File: src/rtl/pipe_pkg.sv
// Shared types for the pipeline skid stage: occupancy state encoding and default payload width.
package pipe_pkg;

    typedef enum logic [1:0] {
        ST_EMPTY = 2'b00,
        ST_HALF  = 2'b01,
        ST_FULL  = 2'b10
    } pipe_state_t;

    localparam int PIPE_DATA_W_DEFAULT = 32;

endpackage

File: src/rtl/sat_counter.sv
// Saturating up-counter; holds at all-ones instead of wrapping. Cleared only by reset.
module sat_counter #(
    parameter int CNT_W = 16
) (
    input  logic             clk,
    input  logic             rst_n,
    input  logic             inc,
    output logic [CNT_W-1:0] count
);

    localparam logic [CNT_W-1:0] ONE = {{(CNT_W-1){1'b0}}, 1'b1};

    always_ff @(posedge clk or negedge rst_n) begin
        if (!rst_n) begin
            count <= '0;
        end else if (inc && (count != '1)) begin
            count <= count + ONE;
        end
    end

endmodule

File: src/rtl/pipe_skid_stage.sv
// Inter-stage pipeline register with valid/ready handshake and a 2-entry skid buffer.
// Optional stall counter enabled by defining PIPE_STALL_CNT_EN.
//
// state    | meaning
// ST_EMPTY | no entry held, in_ready=1, out_valid=0
// ST_HALF  | main holds the output entry, in_ready=1
// ST_FULL  | main + skid hold entries, in_ready=0
module pipe_skid_stage
    import pipe_pkg::*;
#(
    parameter int DATA_W         = PIPE_DATA_W_DEFAULT,
    parameter int CLEAR_ON_FLUSH = 0,
    parameter int CNT_W          = 16
) (
    input  logic              clk,
    input  logic              rst_n,
    input  logic              flush_i,
    input  logic              in_valid,
    output logic              in_ready,
    input  logic [DATA_W-1:0] in_data,
    output logic              out_valid,
    input  logic              out_ready,
    output logic [DATA_W-1:0] out_data
`ifdef PIPE_STALL_CNT_EN
    ,
    output logic [CNT_W-1:0]  stall_cnt
`endif
);

    pipe_state_t       state;
    logic [DATA_W-1:0] main_q;
    logic [DATA_W-1:0] skid_q;
    logic              in_ready_q;
    logic              out_valid_q;
    logic              accept;
    logic              emit;

    assign accept    = in_valid & in_ready_q;
    assign emit      = out_valid_q & out_ready;
    assign in_ready  = in_ready_q;
    assign out_valid = out_valid_q;
    assign out_data  = main_q;

    // Handshake outputs are registered next to the state so out_ready never reaches in_ready combinationally.
    always_ff @(posedge clk or negedge rst_n) begin
        if (!rst_n) begin
            state       <= ST_EMPTY;
            main_q      <= '0;
            skid_q      <= '0;
            in_ready_q  <= 1'b1;
            out_valid_q <= 1'b0;
        end else if (flush_i) begin
            state       <= ST_EMPTY;
            in_ready_q  <= 1'b1;
            out_valid_q <= 1'b0;
            if (CLEAR_ON_FLUSH != 0) begin
                main_q <= '0;
                skid_q <= '0;
            end
        end else begin
            case (state)
                ST_EMPTY: begin
                    if (accept) begin
                        state       <= ST_HALF;
                        main_q      <= in_data;
                        out_valid_q <= 1'b1;
                    end
                end
                ST_HALF: begin
                    if (accept && emit) begin
                        main_q <= in_data;
                    end else if (accept) begin
                        state      <= ST_FULL;
                        skid_q     <= in_data;
                        in_ready_q <= 1'b0;
                    end else if (emit) begin
                        state       <= ST_EMPTY;
                        out_valid_q <= 1'b0;
                    end
                end
                ST_FULL: begin
                    if (emit) begin
                        state      <= ST_HALF;
                        main_q     <= skid_q;
                        in_ready_q <= 1'b1;
                    end
                end
                default: begin
                    state       <= ST_EMPTY;
                    in_ready_q  <= 1'b1;
                    out_valid_q <= 1'b0;
                end
            endcase
        end
    end

`ifdef PIPE_STALL_CNT_EN
    sat_counter #(
        .CNT_W (CNT_W)
    ) u_stall_cnt (
        .clk   (clk),
        .rst_n (rst_n),
        .inc   (out_valid_q & ~out_ready),
        .count (stall_cnt)
    );
`endif

endmodule

File: config.mk
export PLATFORM = sky130hd
export DESIGN_NAME = pipe_skid_stage
export DESIGN_NICKNAME = d
export VERILOG_FILES = /design/src/rtl/pipe_pkg.sv /design/src/rtl/sat_counter.sv /design/src/rtl/pipe_skid_stage.sv
export SDC_FILE = /design/constraint.sdc
export NUM_CORES = 1
export LEC_CHECK = 0
export CAP_MARGIN = 5
export CORE_MARGIN = 3
export CORE_UTILIZATION = 35
export DETAILED_ROUTE_END_ITERATION = 6
export GPL_TIMING_DRIVEN = 0
export SLEW_MARGIN = 20
export SYNTH_ARGS = -nofsm -noshare
export SYNTH_HDL_FRONTEND = slang
export SYNTH_SLANG_ARGS = --single-unit
File: constraint.sdc
create_clock -name clk -period 4.2 [get_ports clk]
set_clock_uncertainty 0.1 [all_clocks]
set_input_delay 0.42 -clock clk [delete_from_list [all_inputs] [get_ports clk]]
set_output_delay 0.42 -clock clk [all_outputs]
set_load 0.1 [all_outputs]
==> summary.txt <==
Routing
  – DR WL/cell: 17.8 um
  – DR vias: 2675
  – Initial DRC count: 87
  – Antenna-violating nets left: 0
  – Drt total wl: 8990 um
  – # DRC: 0
  – Vias/cell: 5.31
  – Drt first pass iters: 4

Clock tree
  – H-tree depth: 3
  – Setup Buffers After CTS: 0
  – Root Buffer: clkbuf_8
  – Longest Clk Path Bufs: 2
  – Worst skew pair latency: 0.34 ns
  – Clock slew at reported path FFs: 0.07 ns
  – CTS tree: yes
  – CTS Buf Count: 9
  – Post-CTS sizing: 0
  – Clock sink count: 68

Setup path
  – Crit-path max cell delay: 1.15 ns
  – CP Launch Type: register
  – CP cell instances: clkdlybuf4s50_1
  – Data required, critical path: 3.68 ns
  – Critical Path Start: in_ready$_DFFE_PN1P_
  – CP Max Fanout: 7
  – Kind of critical path: register to output port
  – Worst-case reg-to-reg path depth: 4
  – R2r startpoint: in_ready$_DFFE_PN1P_
  – CP Capture Type: output port
  – R2R Setup Slk: 2.21 ns
  – RR Endpoint: out_data[1]$_DFFE_PN0P_
  – CP Data Arrival Time: 2.07 ns
  – Slowest-stage cell, CP: clkdlybuf4s50_1
  – Top delay family on crit path: buffers and inverters
  – Critical path buffers and inverters: 1

Synth
  – Synthesized netlist cell count: 287
  – Yosys warnings: 0
  – Yosys reg bits: 68
  – Post-Syn Area: 3460 um2
  – Register area share after synthesis: 0.492
  – Post-synthesis cell type count: 30
  – Avg Cell Area, Syn: 12.1 um2
  – Post-synth net total: 324

Global route
  – Grt ovf: 0
  – Vias in the first global route: 2811
  – Antenna violations before repair: 0
  – Global-route wire length before repair: 14900 um
  – GRT Resource Usage Total: 0.168
  – Pin count of the biggest net entering global routing: 44

STA
  – Unrepaired setup endpoints after global routing: no
  – Final Cycle Share: 0.617
  – Final Max Tran Viols: 0
  – Fmax: 0.386 GHz
  – Setup TNS: 0 ns
  – Fin crit period: 2.59 ns
  – Worst-Margin Slew: 0.982 ns
  – Final Hold Fails: 0
  – Worst Slack Setup Final: 1.61 ns
  – Final setup viols: 0
  – Slew Limit Headroom: 0.343

Min path
  – Hold crit path type: register to register
  – Hold path endpoint: skid_q[17]$_DFFE_PN0P_
  – Hold Path Cell Cnt: 1
  – Worst Min Path Start: skid_q[17]$_DFFE_PN0P_

Outcome
  – Outcome: finished, final reports clean

Floorplan
  – Starting Density: 0.367
  – Die span in y: 105 um
  – Die W: 105 um
  – Placement Rows: 35
  – Io pins: 71
  – Full die area: 11100 um2
  – Core Footprint: 9420 um2

Cells and area
  – Ratio of cells with drive above 1 in the final layout: 0.192
  – Syn-to-layout area delta: 32.2%
  – Most frequent cells in the layout: 69 x clkdlybuf4s50_1, 67 x dfrtp_1, 35 x and3b_1
  – Nets: 407
  – # diodes: 0
  – Most common cell after layout, fill and taps aside: clkdlybuf4s50_1
  – FILL cells: 877

Place
  – Placement Setup Slack: 1.75 ns
  – Post-DP HPWL: 6010 um
  – Port Buf Inserts: 70
  – Routability Congestion: 0.739

Power
  – Total power draw: 3.92 mW
  – P_leak: 2.05 nW
  – Pwr/cell area: 858 nW/um2
  – Worst vdd ir: 0.578 mV

Flow run
  – Max-cap viol count: 0
## worst max-delay path by stage
| stage | to | slack, ns | cells after the start |
|---|---|---|---|
| final | in_ready | 1.61 | 1 |
| after detailed placement | out_data[3]$_DFFE_PN0P_ | 1.75 | 5 |
| after global placement | skid_q[6]$_DFFE_PN0P_ | 0.15 | 1 |
| after CTS | in_ready | 1.59 | 1 |
| after floorplan | out_data[0]$_DFFE_PN0P_ | 2.09 | 4 |
| after global routing | in_ready | 1.54 | 1 |
## Yosys cell counts, drive strengths merged
cell type / number / area [um2]
nand4bb: 1 / 11.3
clkbuf: 17 / 65.1
nand3b: 1 / 7.51
a22oi: 32 / 240
inv: 1 / 3.75
and3b: 35 / 307
nor2: 1 / 3.75
a21oi: 34 / 174
a21boi: 1 / 7.51
o211ai: 1 / 7.51
dfstp: 1 / 26.3
a21bo: 1 / 10.0
a211o: 1 / 8.76
buf: 16 / 101
nand4b: 1 / 8.76
a211oi: 32 / 240
nand2: 3 / 11.3
nand2b: 1 / 6.26
o21ai: 1 / 5.00
o31ai: 1 / 7.51
nand3: 1 / 17.5
mux2: 33 / 484
dfrtp: 67 / 1680
a21o: 3 / 22.5
or2: 1 / 6.26
## metal layers
metal / GRT usage / share of wire / routed length, um / vias up
li1: - / - / - / 1256
met1: 0.237 / 0.50 / 4490 / 1330
met2: 0.256 / 0.43 / 3900 / 79
met3: 0.0367 / 0.053 / 473 / 10
met4: 0.0515 / 0.013 / 119 / 0
met5: 0 / 0 / 0 / -
## cells by family after synthesis
kind of cell	share of synthesized area
AO/OA/AOI/OAI	0.209
flip-flops	0.492
AND/OR/NAND/NOR	0.110
buffers and inverters	0.0492
multiplexers	0.140
## metrics by stage
stage          hold WS (ns)  instance area (um2)  utilization  cells
6_report              0.405                 4570        0.486    504
5_1_grt               0.419                 4570        0.486    504
4_1_cts               0.405                 4570        0.486    504
3_5_place_dp          0.264                 4350        0.462    487
3_3_place_gp          0.382                 4320        0.459    486
2_1_floorplan        0.0244                 3460            -    287
## power by group
part           internal, mW  switching [mW]  total, mW
Combinational         0.680            1.50       2.18
Sequential            0.962           0.178       1.14
Clock                 0.335           0.264      0.598
Total                  1.98            1.95       3.92
## cell type report
cell class                 count  area, um2  share of cell area
buffer                        33        166              0.0364
clock buffer                  10        128              0.0279
clock inverter                 6       88.8              0.0194
inverter                       1       3.75            0.000821
multi-input combinational    185       1590               0.347
sequential                    68       1700               0.372
tap                          129        161              0.0353
timing repair buffer          72        736               0.161
## what timing repair did
item | 4_1_cts | 5_1_grt
endpoints found under the setup margin | 0 | 0
hold buffers | 1 | 0
hold endpoints to repair | 25 | 0
## registers in the layout, indices dropped and copies added (netlist names)
name and count:
in_ready 1, out_data 32, out_valid 1, skid_q 32, state 2
Note: power is estimated with default switching activity, not from simulation.
